**src/rtl/processor_defs.sv**
```systemverilog
// Shared encodings for the MEM-stage access unit: access sizes, FSM states
// and the default bus timeout.
package processor_defs;

  typedef enum logic [1:0] {
    SIZE_BYTE = 2'd0,
    SIZE_HALF = 2'd1,
    SIZE_WORD = 2'd2,
    SIZE_RSVD = 2'd3
  } mem_size_e;

  typedef enum logic [1:0] {
    MA_IDLE = 2'd0,
    MA_BUSY = 2'd1,
    MA_DONE = 2'd2
  } ma_state_e;

  localparam int DEFAULT_TIMEOUT = 16;

endpackage

```
**src/rtl/mem_lane_format.sv**
```systemverilog
// Combinational lane steering: byte enables, store-data replication and
// load extract/extend for little-endian sub-word accesses.
module mem_lane_format
  import processor_defs::*;
(
  input  logic [1:0]  addr_lo,
  input  logic [1:0]  mem_size,
  input  logic        mem_signed,
  input  logic [31:0] store_data,
  input  logic [31:0] load_word,
  output logic [3:0]  byte_en,
  output logic [31:0] store_rep,
  output logic [31:0] load_fmt
);

  logic signed [7:0]  ld_byte;
  logic signed [15:0] ld_half;
  logic signed [31:0] byte_sx;
  logic signed [31:0] half_sx;
  logic        [31:0] byte_zx;
  logic        [31:0] half_zx;

  // Pick the addressed lanes and form both extensions of each
  always_comb begin
    ld_byte = '0;
    case (addr_lo)
      2'd0:    ld_byte = load_word[7:0];
      2'd1:    ld_byte = load_word[15:8];
      2'd2:    ld_byte = load_word[23:16];
      default: ld_byte = load_word[31:24];
    endcase
    ld_half = addr_lo[1] ? load_word[31:16] : load_word[15:0];
    byte_sx = ld_byte;
    half_sx = ld_half;
    byte_zx = {24'h000000, ld_byte};
    half_zx = {16'h0000, ld_half};
  end

  // Size-dependent enables, replication and result selection; reserved size acts as word
  always_comb begin
    byte_en   = 4'b1111;
    store_rep = store_data;
    load_fmt  = load_word;
    case (mem_size)
      SIZE_BYTE: begin
        byte_en   = 4'b0001 << addr_lo;
        store_rep = {4{store_data[7:0]}};
        load_fmt  = mem_signed ? byte_sx : byte_zx;
      end
      SIZE_HALF: begin
        byte_en   = addr_lo[1] ? 4'b1100 : 4'b0011;
        store_rep = {2{store_data[15:0]}};
        load_fmt  = mem_signed ? half_sx : half_zx;
      end
      default: begin
        byte_en   = 4'b1111;
        store_rep = store_data;
        load_fmt  = load_word;
      end
    endcase
  end

endmodule

```
**src/rtl/mem_access_unit.sv**
```systemverilog
// MEM-stage controller: drives the request/ack data bus, stalls the pipeline
// while an access is outstanding and forms the MEM/WB write-back values.
module mem_access_unit
  import processor_defs::*;
#(
  parameter int TIMEOUT_CYCLES = DEFAULT_TIMEOUT,
  parameter int CNT_W          = 8
) (
  input  logic        clk,
  input  logic        Reset_n,
  input  logic        MemRead,
  input  logic        MemWrite,
  input  logic [1:0]  MemSize,
  input  logic        MemSigned,
  input  logic        MemToReg,
  input  logic        RegWrite,
  input  logic [4:0]  WriteAddress,
  input  logic [31:0] ALUResult,
  input  logic [31:0] StoreData,
  output logic        DBusReq,
  output logic        DBusWe,
  output logic [31:0] DBusAddr,
  output logic [31:0] DBusWData,
  output logic [3:0]  DBusBe,
  input  logic        DBusAck,
  input  logic [31:0] DBusRData,
  output logic        Stall,
  output logic        REGWRITE_O,
  output logic [4:0]  WRITEADDRESS_O,
  output logic [31:0] WRITEDATA_O,
  output logic        AddrExc,
  output logic        BusErr
);

  localparam logic [CNT_W-1:0] CNT_LAST = CNT_W'(TIMEOUT_CYCLES - 1);

  ma_state_e        state_q;
  ma_state_e        state_d;
  logic [CNT_W-1:0] cnt_p1;
  logic [31:0]      rdata_p1;
  logic             err_p1;

  logic        mem_op_raw;
  logic        mem_op;
  logic        is_half;
  logic        is_word;
  logic [3:0]  be_c;
  logic [31:0] wdata_c;
  logic [31:0] load_fmt_c;

  assign mem_op_raw = MemRead | MemWrite;
  assign is_half    = (MemSize == SIZE_HALF);
  assign is_word    = MemSize[1];
  assign AddrExc    = mem_op_raw & ((is_half & ALUResult[0]) |
                                    (is_word & (ALUResult[1:0] != 2'b00)));
  assign mem_op     = mem_op_raw & ~AddrExc;

  mem_lane_format u_fmt (
    .addr_lo    (ALUResult[1:0]),
    .mem_size   (MemSize),
    .mem_signed (MemSigned),
    .store_data (StoreData),
    .load_word  (rdata_p1),
    .byte_en    (be_c),
    .store_rep  (wdata_c),
    .load_fmt   (load_fmt_c)
  );

  // State register
  always_ff @(posedge clk or negedge Reset_n) begin
    if (!Reset_n) state_q <= MA_IDLE;
    else          state_q <= state_d;
  end

  // Next state, stall and error pulse
  always_comb begin
    state_d = state_q;
    Stall   = 1'b0;
    BusErr  = 1'b0;
    case (state_q)
      MA_IDLE: begin
        if (mem_op) begin
          state_d = MA_BUSY;
          Stall   = 1'b1;
        end
      end
      MA_BUSY: begin
        Stall = 1'b1;
        if (DBusAck || (cnt_p1 == CNT_LAST)) state_d = MA_DONE;
      end
      MA_DONE: begin
        BusErr  = err_p1;
        state_d = MA_IDLE;
      end
      default: state_d = MA_IDLE;
    endcase
  end

  // Bus registers, timeout counter, captured read data and error flag; ack wins over timeout
  always_ff @(posedge clk or negedge Reset_n) begin
    if (!Reset_n) begin
      DBusReq   <= 1'b0;
      DBusWe    <= 1'b0;
      DBusAddr  <= '0;
      DBusWData <= '0;
      DBusBe    <= '0;
      cnt_p1    <= '0;
      rdata_p1  <= '0;
      err_p1    <= 1'b0;
    end else begin
      case (state_q)
        MA_IDLE: begin
          if (mem_op) begin
            DBusReq   <= 1'b1;
            DBusWe    <= ~MemRead;
            DBusAddr  <= {ALUResult[31:2], 2'b00};
            DBusWData <= wdata_c;
            DBusBe    <= be_c;
            cnt_p1    <= '0;
          end
        end
        MA_BUSY: begin
          if (DBusAck) begin
            DBusReq  <= 1'b0;
            rdata_p1 <= DBusRData;
          end else if (cnt_p1 == CNT_LAST) begin
            DBusReq <= 1'b0;
            err_p1  <= 1'b1;
          end else begin
            cnt_p1 <= cnt_p1 + 1'b1;
          end
        end
        MA_DONE: err_p1 <= 1'b0;
        default: ;
      endcase
    end
  end

  assign WRITEDATA_O    = (MemToReg & MemRead) ? load_fmt_c : ALUResult;
  assign REGWRITE_O     = RegWrite & ~Stall & ~AddrExc & ~BusErr;
  assign WRITEADDRESS_O = WriteAddress;

endmodule

```
**config.mk**
```make
export PLATFORM = sky130hd
export DESIGN_NAME = mem_access_unit
export DESIGN_NICKNAME = d
export VERILOG_FILES = /design/src/rtl/processor_defs.sv /design/src/rtl/mem_lane_format.sv /design/src/rtl/mem_access_unit.sv
export SDC_FILE = /design/constraint.sdc
export NUM_CORES = 1
export LEC_CHECK = 0
export ABC_AREA = 1
export CAP_MARGIN = 0
export CORE_ASPECT_RATIO = 0.7
export CORE_MARGIN = 2
export CORE_UTILIZATION = 41
export CTS_CLUSTER_SIZE = 24
export DETAILED_ROUTE_END_ITERATION = 12
export PLACE_DENSITY = 0.88
export SLEW_MARGIN = 20
export SYNTH_ARGS = -nofsm -noshare
export SYNTH_HDL_FRONTEND = slang
export SYNTH_SLANG_ARGS = --single-unit
```
**constraint.sdc**
```tcl
create_clock -name clk -period 1.56 [get_ports clk]
set_clock_uncertainty 0.1 [all_clocks]
set_input_delay 0.156 -clock clk [delete_from_list [all_inputs] [get_ports clk]]
set_output_delay 0.156 -clock clk [all_outputs]
set_load 0.02 [all_outputs]
```
==> results.cfg, run 1 <==
[placed_design]
place_congestion = 0.9761
dpl.hpwl_um = 15770
io_buffers = 209
place_area_um2 = 8762

[worst_setup_path]
path_max_fanout = 6
critPathLaunchType = register
required_ns = 1.30
cp_top_family = flip-flops
path_depth = 9
cp-end-kind = output pin
crit_chain = nor2_2 > nor2_4 > nand3_4 > buf_12 > buf_16 > nand3_1 > nand2_1 > inv_1 > buf_6
cpPeakStageDelay_ns = 0.45
reg2reg_depth = 6
slowest_stage = dfrtp_1
arrival_ns = 1.72
path_class = register to output pin
critPathBufInv = 4

[pwr]
irDropWorstVdd_uv = 1028
cellLeakagePower_nw = 4.992
power.density_nw_per_um2 = 1591

[timing]
holdWs_ns = 0.1564
fin_crit_sh = 1.266
rsz0062_at_grt = true
period_minus_slack_ns = 1.975
maxSlewViolCount = 0
setup_viol = 33
hold_viol_final = 0
fin_ws_ns = -0.4151
fmax_mhz = 506.3

[cells_and_area]
final_cell_mix = nand2_1 (199), dfrtp_1 (109), clkdlybuf4s50_1 (98), buf_4 (92), inv_1 (73)
area_growth_pct = 64.33
final_common_cell = nand2_1
fillers = 1060
finalInstanceArea_um2 = 9726
diodes = 0
regArea_um2 = 2780
drive_gt1_frac = 0.2947
fin_nets = 1159
multiInputGateArea_um2 = 2904

[global_routing]
grt_max_degree = 90
grt_usage = 0.2770
grt_pass1_vias = 6207
grt_pass1_wl_um = 33240
grt_overflow = 0
antenna_found_initial = 1

[clocking]
cts_max_level = 3
cts_num_sinks = 111
cts.path.max_buffers = 2
cts_tree = done
clk_pin_slew_worst_paths_ns = 0.07
numCtsBuffers = 9
clock_latency_ns = 0.35
cts_root_buf = clkbuf_16

[job]
maxCapViolations = 0

[status]
violations = setup timing
status = finished, violations left

[routing]
dr.first_iter.drc_count = 588
firstDrtPassIters = 6
routed_wl_um = 23060
avgRoutedWirePerCell_um = 18.57
drt-vias-per-instance = 5.243
drc_errors = 0
num_vias = 6512
ant_nets = 0

[floorplanning]
core_um2 = 14010
die_h_um = 104.5
start_util = 0.4225
dieWidth_um = 147.6
rows = 36
die-area_um2 = 15430
io_pins = 222

[yosys]
seq_area_frac_synth = 0.4693
synth_edf_count = 0
synth-main-ff-cell = dfrtp_1
ys_types = 29
yosysWarningCount = 0
ys_ff_latch = 111
netlist_instances = 755
postSynthAreaPerCell_um2 = 7.839
synth-async-reset-ratio = 1.000
syn_area_um2 = 5918

[min_path]
holdCritPathClass = input pin to async pin
==> area by class of cell <==
type	instances	area share
clock buffer	10	0.02457
clock inverter	6	0.007076
inverter	88	0.03461
multi-input combinational	512	0.2986
sequential	111	0.2859
tap	190	0.02444
timing repair buffer	325	0.3248
==> through the flow <==
stage	util	total power [W]	setup WS (ns)	cells	setup TNS (ns)
2_1_floorplan	-	0.008628	0.02678	756	0
3_3_place_gp	0.6255	0.01226	-0.9329	1203	-77.00
3_5_place_dp	0.6255	0.01250	-0.9850	1203	-83.07
4_1_cts	0.6671	0.01469	-0.4031	1231	-9.602
5_1_grt	0.6943	0.01626	-0.4596	1242	-11.62
6_report	0.6943	0.01547	-0.4151	1242	-9.787
==> kinds of logic (layout without fill, tap and decap cells) <==
group | count (synthesis) | count (layout) | synth area share
buf+inv | 133 | 429 | 0.1049
compound gates | 137 | 137 | 0.1175
xor+xnor | 2 | 2 | 0.002960
mux | 31 | 31 | 0.05898
flops | 111 | 111 | 0.4693
fa+ha+maj | 1 | 1 | 0.002114
simple gates | 339 | 339 | 0.2436
other cells | 1 | 2 | 0.0006336
==> worst register-to-register path, stage by stage, from the launching register on <==
cell	delay, ns
dfrtp_1	0.40
buf_6	0.15
nand2_8	0.09
inv_4	0.05
nand2_8	0.11
clkbuf_16	0.18
mux2_2	0.34
==> path summary, 6_finish.rpt <==
path,start,slack (ns),end
worst max-delay path,rdata_p1[31],-0.42,WRITEDATA_O[20]
worst min-delay path,Reset_n,0.16,cnt_p1[7]
worst max register to register,state_q[0],0.03,rdata_p1[12]
worst min register to register,DBusWData[7],0.38,DBusWData[7]
max in group asynchronous,Reset_n,0.59,rdata_p1[18]
min in group clk,ALUResult[1],0.21,DBusBe[2]
==> routing by layer <==
layer | global-route usage | part of all wire | wire [um] | vias up
met4 | 0.07349 | 0.017 | 398 | 2
met2 | 0.4243 | 0.46 | 10640 | 370
met3 | 0.08904 | 0.11 | 2465 | 49
met5 | 0.02333 | 0.00056 | 13 | -
met1 | 0.3775 | 0.41 | 9542 | 3083
li1 | - | - | - | 3008
==> what timing repair did <==
action                     CTS  global route
hold endpoints to repair    43             0
setup endpoints to repair  210            96
gates resized for setup    317            71
pin swaps                   20            34
setup buffers                8             6
cloned                       3             5
hold buffers                 1             0
==> where the power goes <==
group	switching (W)	internal (W)	leakage (nW)
combinational	0.00431	0.00360	3.47
clock	0.00110	0.00130	0.149
sequential	0.000964	0.00419	1.37
total	0.00638	0.00909	4.99
==> registers in the layout, indices dropped and copies added, names as in the netlist <==
signal	flops
rdata_p1	32
DBusWe	1
err_p1	1
DBusReq	1
DBusWData	32
DBusAddr	30
DBusBe	4
cnt_p1	8
state_q	2
==> synthesized netlist by cell type, types with 2 or more instances <==
cell type  count  area (um2)
buf_6          8       90.09
nand2_1      231       867.1
inv_2          4       15.01
a21oi_1       52       260.3
clkinv_1       2       7.510
nand4_1        2       12.51
buf_4          8       60.06
nor2_4         3       33.78
nand3_1       70       350.3
o21ai_0       41       205.2
mux2_2        31       349.1
o21ai_2        2       17.52
inv_1         82       307.8
clkbuf_1      12       45.04
o21ai_1       41       205.2
clkbuf_2       2       10.01
buf_2         14       70.07
dfrtp_1      111        2778
nand3_4        2       35.03
nor2_1        28       105.1
(Power assumes the default switching activity.)
==> inputs of run 2 (changes only) <==
--- a/config.mk
+++ b/config.mk
@@ -10,7 +10,7 @@
 export CORE_ASPECT_RATIO = 0.7
 export CORE_MARGIN = 2
 export CORE_UTILIZATION = 41
-export CTS_CLUSTER_SIZE = 24
+export CTS_CLUSTER_SIZE = 8
 export DETAILED_ROUTE_END_ITERATION = 12
 export PLACE_DENSITY = 0.88
 export SLEW_MARGIN = 20
==> results of run 2 <==
No change in the layout: final DEF, timing and power equal those of run 1.
